File: src/rtl/br_pool_pkg.sv
// Shared types and lane compare for the 2x2 max-pool stage; BR_POOL_UNSIGNED_EN selects unsigned lane compares.
// Latency: none (types, constants and a combinational function only).
// Backpressure: not applicable.
package br_pool_pkg;

  localparam int BUSWIDTH_DEF = 512;
  localparam int DATAW_DEF    = 8;
  localparam int LANES        = BUSWIDTH_DEF / DATAW_DEF;
  localparam int HALF         = LANES / 2;

  // Widest lane the compare function accepts; narrower lanes are zero-extended.
  localparam int LANE_MAXW = 64;

`ifdef BR_POOL_UNSIGNED_EN
  localparam bit SIGNED_CMP = 1'b0;
`else
  localparam bit SIGNED_CMP = 1'b1;
`endif

  typedef enum logic [2:0] {
    IDLE,
    ROW_A,
    ROW_B,
    FLUSH,
    DONE
  } poolState_e;

  // a >= b for w-bit lanes held zero-extended; for signed lanes the sign bit is
  // flipped so that a plain unsigned compare orders two's-complement values.
  function automatic logic laneGe(input logic [LANE_MAXW-1:0] a,
                                  input logic [LANE_MAXW-1:0] b,
                                  input int w);
    logic [LANE_MAXW-1:0] signFlip;
    signFlip = '0;
    for (int i = 0; i < LANE_MAXW; i++) begin
      if (SIGNED_CMP && (i == w - 1)) signFlip[i] = 1'b1;
    end
    return ((a ^ signFlip) >= (b ^ signFlip));
  endfunction

endpackage

File: src/rtl/br_pool_lane_max.sv
// Lane-wise max of two vectors of HALFN lanes, each DATAW bits wide.
// Latency: purely combinational.
// Backpressure: none; output follows inputs.
module br_pool_lane_max
  import br_pool_pkg::*;
#(
  parameter int DATAW = 8,
  parameter int HALFN = 2
) (
  input  logic [HALFN*DATAW-1:0] aVec,
  input  logic [HALFN*DATAW-1:0] bVec,
  output logic [HALFN*DATAW-1:0] maxVec
);

  logic [LANE_MAXW-1:0] aLane;
  logic [LANE_MAXW-1:0] bLane;

  // Pick the larger element of each lane pair.
  always_comb begin
    maxVec = '0;
    aLane  = '0;
    bLane  = '0;
    for (int k = 0; k < HALFN; k++) begin
      aLane = '0;
      bLane = '0;
      aLane[DATAW-1:0] = aVec[k*DATAW +: DATAW];
      bLane[DATAW-1:0] = bVec[k*DATAW +: DATAW];
      maxVec[k*DATAW +: DATAW] = laneGe(aLane, bLane, DATAW) ? aVec[k*DATAW +: DATAW]
                                                              : bVec[k*DATAW +: DATAW];
    end
  end

endmodule

File: src/rtl/br_maxpool.sv
// 2x2 max-pool of row lines, two pooled rows packed per output line; bypass passes rows through. Macro BR_POOL_UNSIGNED_EN: unsigned compares.
// Latency: output line 1 cycle after the beat completing it (flush adds 1); Done 1 cycle after the last output.
// Backpressure: none; one input beat per cycle accepted, output is a valid-only pulse.
module br_maxpool
  import br_pool_pkg::*;
#(
  parameter int BUSWIDTH = BUSWIDTH_DEF,
  parameter int DATAW    = DATAW_DEF
) (
  input  logic                clk,
  input  logic                rstn,
  input  logic                Pool_Start_i,
  input  logic [8:0]          Height_i,
  input  logic                PoolEn_i,
  input  logic                Data_en_i,
  input  logic [BUSWIDTH-1:0] Data_i,
  output logic                Result_en_o,
  output logic [BUSWIDTH-1:0] Result_o,
  output logic                Pool_Done_o
);

  localparam int LaneCnt = BUSWIDTH / DATAW;
  localparam int HalfCnt = LaneCnt / 2;
  localparam int HalfW   = HalfCnt * DATAW;

  poolState_e state, stateNxt;
  logic [8:0]          heightReg, heightNxt;
  logic                poolEn, poolEnNxt;
  logic [8:0]          rowCnt, rowCntNxt;
  logic                halfSel, halfSelNxt;
  logic [HalfW-1:0]    hbuf, hbufNxt;
  logic [HalfW-1:0]    packReg, packNxt;
  logic [BUSWIDTH-1:0] resNxt;
  logic                resEnNxt;
  logic                doneNxt;

  logic [HalfW-1:0] evenLanes, oddLanes, hCur, vMax, poolRow;
  logic             poolVld;

  // Split the incoming line into even and odd lanes for the horizontal pass.
  always_comb begin
    evenLanes = '0;
    oddLanes  = '0;
    for (int k = 0; k < HalfCnt; k++) begin
      evenLanes[k*DATAW +: DATAW] = Data_i[(2*k)*DATAW +: DATAW];
      oddLanes[k*DATAW +: DATAW]  = Data_i[(2*k+1)*DATAW +: DATAW];
    end
  end

  br_pool_lane_max #(.DATAW(DATAW), .HALFN(HalfCnt)) uHoriz (
    .aVec  (evenLanes),
    .bVec  (oddLanes),
    .maxVec(hCur)
  );

  br_pool_lane_max #(.DATAW(DATAW), .HALFN(HalfCnt)) uVert (
    .aVec  (hbuf),
    .bVec  (hCur),
    .maxVec(vMax)
  );

  // Sequencing, row pairing and line packing.
  always_comb begin
    stateNxt   = state;
    heightNxt  = heightReg;
    poolEnNxt  = poolEn;
    rowCntNxt  = rowCnt;
    halfSelNxt = halfSel;
    hbufNxt    = hbuf;
    packNxt    = packReg;
    resNxt     = Result_o;
    resEnNxt   = 1'b0;
    doneNxt    = 1'b0;
    poolRow    = '0;
    poolVld    = 1'b0;

    case (state)
      IDLE: begin
        if (Pool_Start_i) begin
          heightNxt  = Height_i;
          poolEnNxt  = PoolEn_i;
          rowCntNxt  = '0;
          halfSelNxt = 1'b0;
          packNxt    = '0;
          stateNxt   = (Height_i == 9'd0) ? DONE : ROW_A;
        end
      end
      ROW_A: begin
        if (Data_en_i) begin
          rowCntNxt = rowCnt + 9'd1;
          if (!poolEn) begin
            resNxt   = Data_i;
            resEnNxt = 1'b1;
            if (rowCntNxt == heightReg) stateNxt = DONE;
          end else begin
            hbufNxt = hCur;
            if (rowCntNxt == heightReg) begin
              // Odd height: the last row is pooled horizontally only.
              poolRow = hCur;
              poolVld = 1'b1;
            end else begin
              stateNxt = ROW_B;
            end
          end
        end
      end
      ROW_B: begin
        if (Data_en_i) begin
          rowCntNxt = rowCnt + 9'd1;
          poolRow   = vMax;
          poolVld   = 1'b1;
        end
      end
      FLUSH: begin
        if (halfSel) begin
          resNxt     = {{HalfW{1'b0}}, packReg};
          resEnNxt   = 1'b1;
          packNxt    = '0;
          halfSelNxt = 1'b0;
        end
        stateNxt = DONE;
      end
      DONE: begin
        doneNxt  = 1'b1;
        stateNxt = IDLE;
      end
      default: stateNxt = IDLE;
    endcase

    // A finished pooled row fills the low half, or completes and emits the line.
    if (poolVld) begin
      if (!halfSel) begin
        packNxt    = poolRow;
        halfSelNxt = 1'b1;
      end else begin
        resNxt     = {poolRow, packReg};
        resEnNxt   = 1'b1;
        packNxt    = '0;
        halfSelNxt = 1'b0;
      end
      if (rowCntNxt == heightReg) stateNxt = halfSelNxt ? FLUSH : DONE;
      else                        stateNxt = ROW_A;
    end
  end

  // State and output registers; reset aborts any tile in flight.
  always_ff @(posedge clk or negedge rstn) begin
    if (!rstn) begin
      state       <= IDLE;
      heightReg   <= '0;
      poolEn      <= 1'b0;
      rowCnt      <= '0;
      halfSel     <= 1'b0;
      hbuf        <= '0;
      packReg     <= '0;
      Result_o    <= '0;
      Result_en_o <= 1'b0;
      Pool_Done_o <= 1'b0;
    end else begin
      state       <= stateNxt;
      heightReg   <= heightNxt;
      poolEn      <= poolEnNxt;
      rowCnt      <= rowCntNxt;
      halfSel     <= halfSelNxt;
      hbuf        <= hbufNxt;
      packReg     <= packNxt;
      Result_o    <= resNxt;
      Result_en_o <= resEnNxt;
      Pool_Done_o <= doneNxt;
    end
  end

endmodule

File: config.mk
export PLATFORM = sky130hd
export DESIGN_NAME = br_maxpool
export DESIGN_NICKNAME = d
export VERILOG_FILES = /design/src/rtl/br_pool_pkg.sv /design/src/rtl/br_pool_lane_max.sv /design/src/rtl/br_maxpool.sv
export SDC_FILE = /design/constraint.sdc
export NUM_CORES = 2
export LEC_CHECK = 0
export ABC_CLOCK_PERIOD_IN_PS = 5740
export CAP_MARGIN = 20
export CORE_AREA = 2 2 409 411
export DETAILED_ROUTE_END_ITERATION = 8
export DIE_AREA = 0 0 411 413
export HOLD_SLACK_MARGIN = 0.12
export SLEW_MARGIN = 20
export SYNTH_ARGS = -nofsm -noshare
export SYNTH_HDL_FRONTEND = slang
export SYNTH_SLANG_ARGS = --single-unit
File: constraint.sdc
create_clock -name clk -period 5.74 [get_ports clk]
set_input_delay 0.574 -clock clk [delete_from_list [all_inputs] [get_ports clk]]
set_output_delay 0.574 -clock clk [all_outputs]
set_load 0.03 [all_outputs]
# Word level (Yosys, flattened, before mapping)
# Cells that the tools add are included.
dict set report classes {
  n_reduce_logical 9
  n_eq_ne 12
  muxes 110
  order_cmp 64
  n_addsub 1
  bitwise 128
}
# operator n
set ops {}
lappend ops {{$mux 512} 5}
lappend ops {{$mux 256} 8}
lappend ops {{$pmux 256 s2} 2}
lappend ops {{$pmux 512 s2} 1}
lappend ops {{$ge 8x8->1} 64}
lappend ops {{$mux 8} 64}
lappend ops {{$not 1->1} 128}
lappend ops {{$mux 3} 9}
lappend ops {{$eq 9x9->1} 2}
lappend ops {{$mux 9} 2}
lappend ops {{$pmux 9 s2} 1}
lappend ops {{$mux 1} 14}
lappend ops {{$pmux 3 s4} 1}
lappend ops {{$add 9x1->9 const B} 1}
lappend ops {{$logic_not 9->1} 1}
lappend ops {{$ne 3x3->1 const B} 3}
lappend ops {{$ne 4x4->1 const B} 2}
lappend ops {{$eq 3x2->1 const B} 2}
lappend ops {{$pmux 1 s2} 3}
lappend ops {{$reduce_and 3->1} 2}
lappend ops {{$reduce_and 5->1} 1}
lappend ops {{$reduce_and 2->1} 2}
lappend ops {{$eq 3x1->1 const B} 1}
lappend ops {{$eq 3x3->1 const B} 1}
lappend ops {{4 further kinds} 4}
dict set report totals {
  out_inout_bits 514
  wordCells 334
  ff_bits 1049
}

# Longest topological paths before layout
dict set report depth {
  word_depth 10
  mapped_depth 20
}

# Cells and area by module
# A second synthesis with hierarchy kept.
dict set report hier_totals {
  hier_cells 6115
  area_unflattened_um2 65251.3
}
# module cells_each area_each_um2 seq_area_each_um2 n_inst
set modules_own_cells {}
lappend modules_own_cells {br_maxpool 3939 45952.8 26250.2 1}
lappend modules_own_cells {br_pool_lane_max 1088 9649.3 0.0 2}

# Worst setup path before layout
# OpenSTA, ideal clock, no wires.
dict set report synth_path {
  path_kind {input port to flip-flop}
  startpoint {in Data_i[382]}
  endpoint {reg Result_o[441]}
  setup_ns 0.126
  path_stages 17
  n_path_buf 3
  setup_slack_ns 1.175
  arrival_time_ns 4.438
  cell_sequence {inv_1 > ha_1 > and3_1 > a221o_1 > a21oi_1 > clkbuf_1 > mux2i_1 > ha_1 > and2_1 > a221o_1 > a21o_1 > a21oi_1 > o21ai_0 > or3_1 > clkbuf_1 > clkbuf_1 > a311o_1}
}
dict set report synth_between {
  elab_chain_len 9
  elab_cells_between_ends 12
  cone_classes {order compare: 2; mux: 9; bitwise: 1}
}
# item line
set synth_lines {}
lappend synth_lines {{start: declaration} br_maxpool.sv:16} ;# input logic [BUSWIDTH-1:0] Data_i,
lappend synth_lines {{$ge 8x8->1} br_pool_pkg.sv:38} ;# return ((a ^ signFlip) >= (b ^ signFlip));
lappend synth_lines {{$mux 8 (*)} br_pool_lane_max.sv:28} ;# maxVec[k*DATAW +: DATAW] = laneGe(aLane, bLane, DATAW) ? aVec[k*DATAW +: DATAW]
lappend synth_lines {{$not 1->1 (no line)} --}
lappend synth_lines {{$ge 8x8->1} br_pool_pkg.sv:38}
lappend synth_lines {{$mux 8} br_pool_lane_max.sv:28}
lappend synth_lines {{$mux 256} br_maxpool.sv:108} ;# if (Data_en_i) begin
lappend synth_lines {{$pmux 256 s2 (*)} br_maxpool.sv:77} ;# case (state)
lappend synth_lines {{$mux 512 (*)} br_maxpool.sv:132} ;# if (!halfSel) begin
lappend synth_lines {{$mux 512 (*)} br_maxpool.sv:131} ;# if (poolVld) begin
lappend synth_lines {{net resNxt[441]} br_maxpool.sv:33} ;# logic [BUSWIDTH-1:0] resNxt;
lappend synth_lines {{end signal: assignment} br_maxpool.sv:167} ;# Result_o <= resNxt;
lappend synth_lines {{end: declaration} br_maxpool.sv:18} ;# output logic [BUSWIDTH-1:0] Result_o,
# The timed path passes the listed nets; every way through them passes the cells marked *.
# A chain may end at the register's enable or synchronous reset.

# Final worst setup path
dict set report layout_path {
  startpoint {in Data_i[408]}
  endpoint {reg packReg[200]}
}
dict set report layout_between {
  elab_cells_between_ends 12
  cone_classes {order compare: 2; mux: 9; bitwise: 1}
}
# item line
set layout_rtl {}
lappend layout_rtl {{$ge 8x8->1} br_pool_pkg.sv:38}
lappend layout_rtl {{$mux 8 (*)} br_pool_lane_max.sv:28}
lappend layout_rtl {{net hCur[200]} br_maxpool.sv:37} ;# logic [HalfW-1:0] evenLanes, oddLanes, hCur, vMax, poolRow;
lappend layout_rtl {{$ge 8x8->1 or $mux 256 (tied branches)} {br_pool_pkg.sv:38, br_maxpool.sv:97}}
lappend layout_rtl {{$mux 8 or $mux 256 (tied branches)} {br_pool_lane_max.sv:28, br_maxpool.sv:91}}
lappend layout_rtl {{$mux 256 (on tied branches)} {br_maxpool.sv:108, br_maxpool.sv:89}}
lappend layout_rtl {{$pmux 256 s2 (*)} br_maxpool.sv:77}
lappend layout_rtl {{$mux 256 (*)} br_maxpool.sv:132}
lappend layout_rtl {{$mux 256 (*)} br_maxpool.sv:131}
lappend layout_rtl {{end signal: assignment} br_maxpool.sv:166} ;# packReg <= packNxt;
lappend layout_rtl {{end: declaration} br_maxpool.sv:32} ;# logic [HalfW-1:0] packReg, packNxt;
# Marked as above.

==> impl_results.md <==
- Fill cells: 15700
- CTS tree: yes
- GP Congestion: 0.965
- Post-synth cell types: 76
- Switching pwr: 18.2 mW
- Multi-input logic area: 0.0291 sq mm
- Total Routing Usage GR: 33.3%
- Failing checks: design-rule violations
- Synth area leader: dfrtp_1
- Fmax: 0.198 GHz
- Final setup vio count: 0
- Syn nets: 7096
- Post-DRT Antenna Nets: 0
- Die area: 0.170 sq mm
- Top cells by area, synth: dfrtp_1 (44%), ha_1 (10%), inv_1 (5.1%)
- Critical path endpoint: packReg[200]
- DRT iter0 DRCs: 7280
- Setup TNS: 0 ns
- Worst-path clk slew: 0.05 ns
- Number of synthesized flops with an enable pin: 0
- Clock sink count: 1049
- Sequential area share after synthesis: 44.1%
- Mean Syn Cell Area: 9.79 sq um
- CP Max Fanout: 8
- Buf/Inv on CP: 3
- Share of cells above drive strength 1: 7.01%
- Logic pwr share: 45.3%
- Input/output buffers: 1039
- Vias: 57000
- R2R cell count: 8
- Power density cells: 535 mW/mm^2
- FF-to-FF End: Result_o[350]
- FF+latch area: 0.0263 sq mm
- Final WL: 292 mm
- Clock Skew: 0.0245 ns
- Leakage Power: 37.1 nW
- Reg2Reg Setup Slack: 1.21 ns
- Slowest cell on crit path: clkdlybuf4s50_1
- Critical path's top delay family: compound AO/OA/AOI/OAI gates
- Worst path arrival time: 5.72 ns
- Placement Rows: 150
- Fin crit period: 5.05 ns
- Critical path type: input pin to flop
- Post-synth ARST share: 100%
- Peak supply drop: 0.317 mV
- Required time of the critical path: 6.41 ns
- Period utilization: 88.0%
- Initial core utilization: 35.9%
- Instance count of the mapped netlist: 6085
- Main synth FF type: dfrtp_1
- Initial antenna violation count: 47
- Most frequent CP cell: a21o_1
- Crit path launch type: input pin
- Die width: 411 um
- Syn Std Cell Area: 0.0595 sq mm
- Die Ht: 413 um
- RSZ-0062 raised after global routing: no
- Flop pwr share: 33.2%
- CTS max path bufs: 3
- CORE AREA: 0.166 sq mm
- #FFs+latches synth: 1049
- Worst hold path type: input pin to async pin
- Crit end category: flop
- First-pass GRT wire length: 411 mm
- Final core occ: 47.0%
- Vias in the first global route: 55000
- Internal: 23.6 mW
- Final net count: 8151
- Post-CTS setup buffer count: 0
- CTS H-tree depth: 4
- Max-cap violations: 0
- Largest net degree at the start of global routing: 249
- Critical-path cell list: clkdlybuf4s50_1, ha_1, nand2b_1, a21o_1, a21o_1, a211o_1, a21oi_1, o21ai_1, mux2i_1, buf_4, inv_1, ha_1, nand2b_1, a21o_1, a21o_1, a211oi_1, o21ai_0, a21oi_1, o21ai_0, o21ai_0
- DRC: 5
- Ys Warns: 0
- Switching part of the total power: 43.5%
- Cts bufs inserted: 131
- Hpwl dp: 221 mm
- Synth-to-layout area growth: 31.0%
- Clock Power Share: 21.5%
- Clock Latency Late Sink: 0.78 ns
- Crit-path max cell delay: 0.85 ns
- DR WL/cell: 30.9 um
- Drt pass-1 iters: 9
- Max-slew violation count: 0
- CTS root buffer: clkbuf_16
- Max-slew headroom: 24.1%
- Number of vias per cell: 6.02
- Status: complete, but fails checks
- R2r startpoint: rowCnt[0]
- Tot Pwr: 41.7 mW
- Boundary Pins: 1040
- Worst-Margin Slew: 1.11 ns
- Gr ovfl total: 0
- Placed cell areas: 0.0734 sq mm
- Final hold vios: 0
- Final Cell Area: 0.0780 sq mm
- Top cell type's share of synthesized area: 44.1%
- Setup crit start: Data_i[408]
- Critical path depth in cells: 20
[cells in the mapped netlist, drive strengths merged, types with 31 or more instances]
cell type,count
nand2,545
ha,485
buf,95
a221o,124
and3,54
o21ai,493
inv,803
nor3,51
a31oi,32
a22oi,204
a221oi,33
a22o,53
a32oi,33
o211ai,31
mux2,48
clkbuf,230
nor2,158
o31ai,36
nand3,70
a21oi,228
nand2b,78
a222oi,287
dfrtp,1049
o221ai,226
a21o,166
o21a,37
mux2i,132
[worst min-delay path by stage]
stage,end,depth (start not counted)
2_1_floorplan,Pool_Done_o,0
3_3_place_gp,hbuf[239],2
3_5_place_dp,hbuf[239],2
4_1_cts,poolEn,2
5_1_grt,poolEn,2
6_report,Result_o[236],2
[layer usage]
| layer | up-vias | GRT usage [%] | wire length, um |
|---|---|---|---|
| li1 | 25000 | - | - |
| met1 | 28500 | 42.4 | 117000 |
| met2 | 2872 | 52.7 | 133000 |
| met3 | 608 | 9.12 | 27200 |
| met4 | 36 | 15.2 | 14600 |
| met5 | - | 0 | 231 |
[area by class of cell]
class | count | area share [%]
Multi-Input combinational cell | 3907 | 37.3
Sequential cell | 1049 | 33.7
Inverter | 804 | 3.87
Clock buffer | 187 | 4.97
Clock inverter | 48 | 0.901
Antenna cell | 19 | 0.0609
Tap cell | 2204 | 3.53
Timing Repair Buffer | 1247 | 15.7
[power groups by stage]
stage / clock (mW) / combinational [mW] / sequential [mW]
floorplan: 0 / 8.09 / 15.6
global placement: 0 / 18.5 / 13.8
detailed placement: 0 / 18.8 / 13.8
CTS: 9.05 / 18.9 / 13.8
global route: 9.36 / 20.4 / 14.1
finish: 8.96 / 18.9 / 13.9
[through the flow]
| stage | hold slack, ns | cells | worst slack, ns |
|---|---|---|---|
| 5_1_grt | 0.420 | 9457 | 0.391 |
| 4_1_cts | 0.392 | 9446 | 0.853 |
| 3_3_place_gp | 0.462 | 9210 | 0.115 |
| 6_report | 0.427 | 9465 | 0.690 |
| 3_5_place_dp | 0.470 | 9210 | 0.0151 |
| 2_1_floorplan | 0.278 | 6085 | 1.18 |
[registers in the layout, summed over array words and instances, names as in the netlist]
signal / flops
heightReg: 9
poolEn: 1
Result_o: 512
Pool_Done_o: 1
Result_en_o: 1
rowCnt: 9
state: 3
halfSel: 1
hbuf: 256
packReg: 256
[kinds of logic after synthesis]
group	Yosys count	synth area share (%)
AND/OR/NAND/NOR	1063	8.13
XOR/XNOR	17	0.250
flip-flops	1049	44.1
multiplexers	180	3.13
AO/OA/AOI/OAI	2158	26.9
buffers and inverters	1129	7.26
adder cells (fa/ha/maj)	489	10.3
[placed cells by master (no fill, tap or decap), drive strengths merged, types with 33 or more instances in the layout]
master and n:
o21a 37, dfrtp 1049, a21o 166, a221oi 33, a221o 124, clkdlybuf4s50 1038
nand3 70, and3 54, nand2b 78, inv 809, a22o 53, mux2 48
o21ai 493, o31ai 36, clkbuf 187, nor2 158, o221ai 226, mux2i 132
buf 208, nand2 545, a32oi 33, a22oi 204, ha 485, a222oi 287
a21oi 228, nor3 51
[what timing repair did]
item / in CTS / in global routing
endpoints found under the hold margin: 78 / 0
hold buffers: 1 / 0
gates resized for setup: 0 / 0
(Power assumes the default switching activity.)
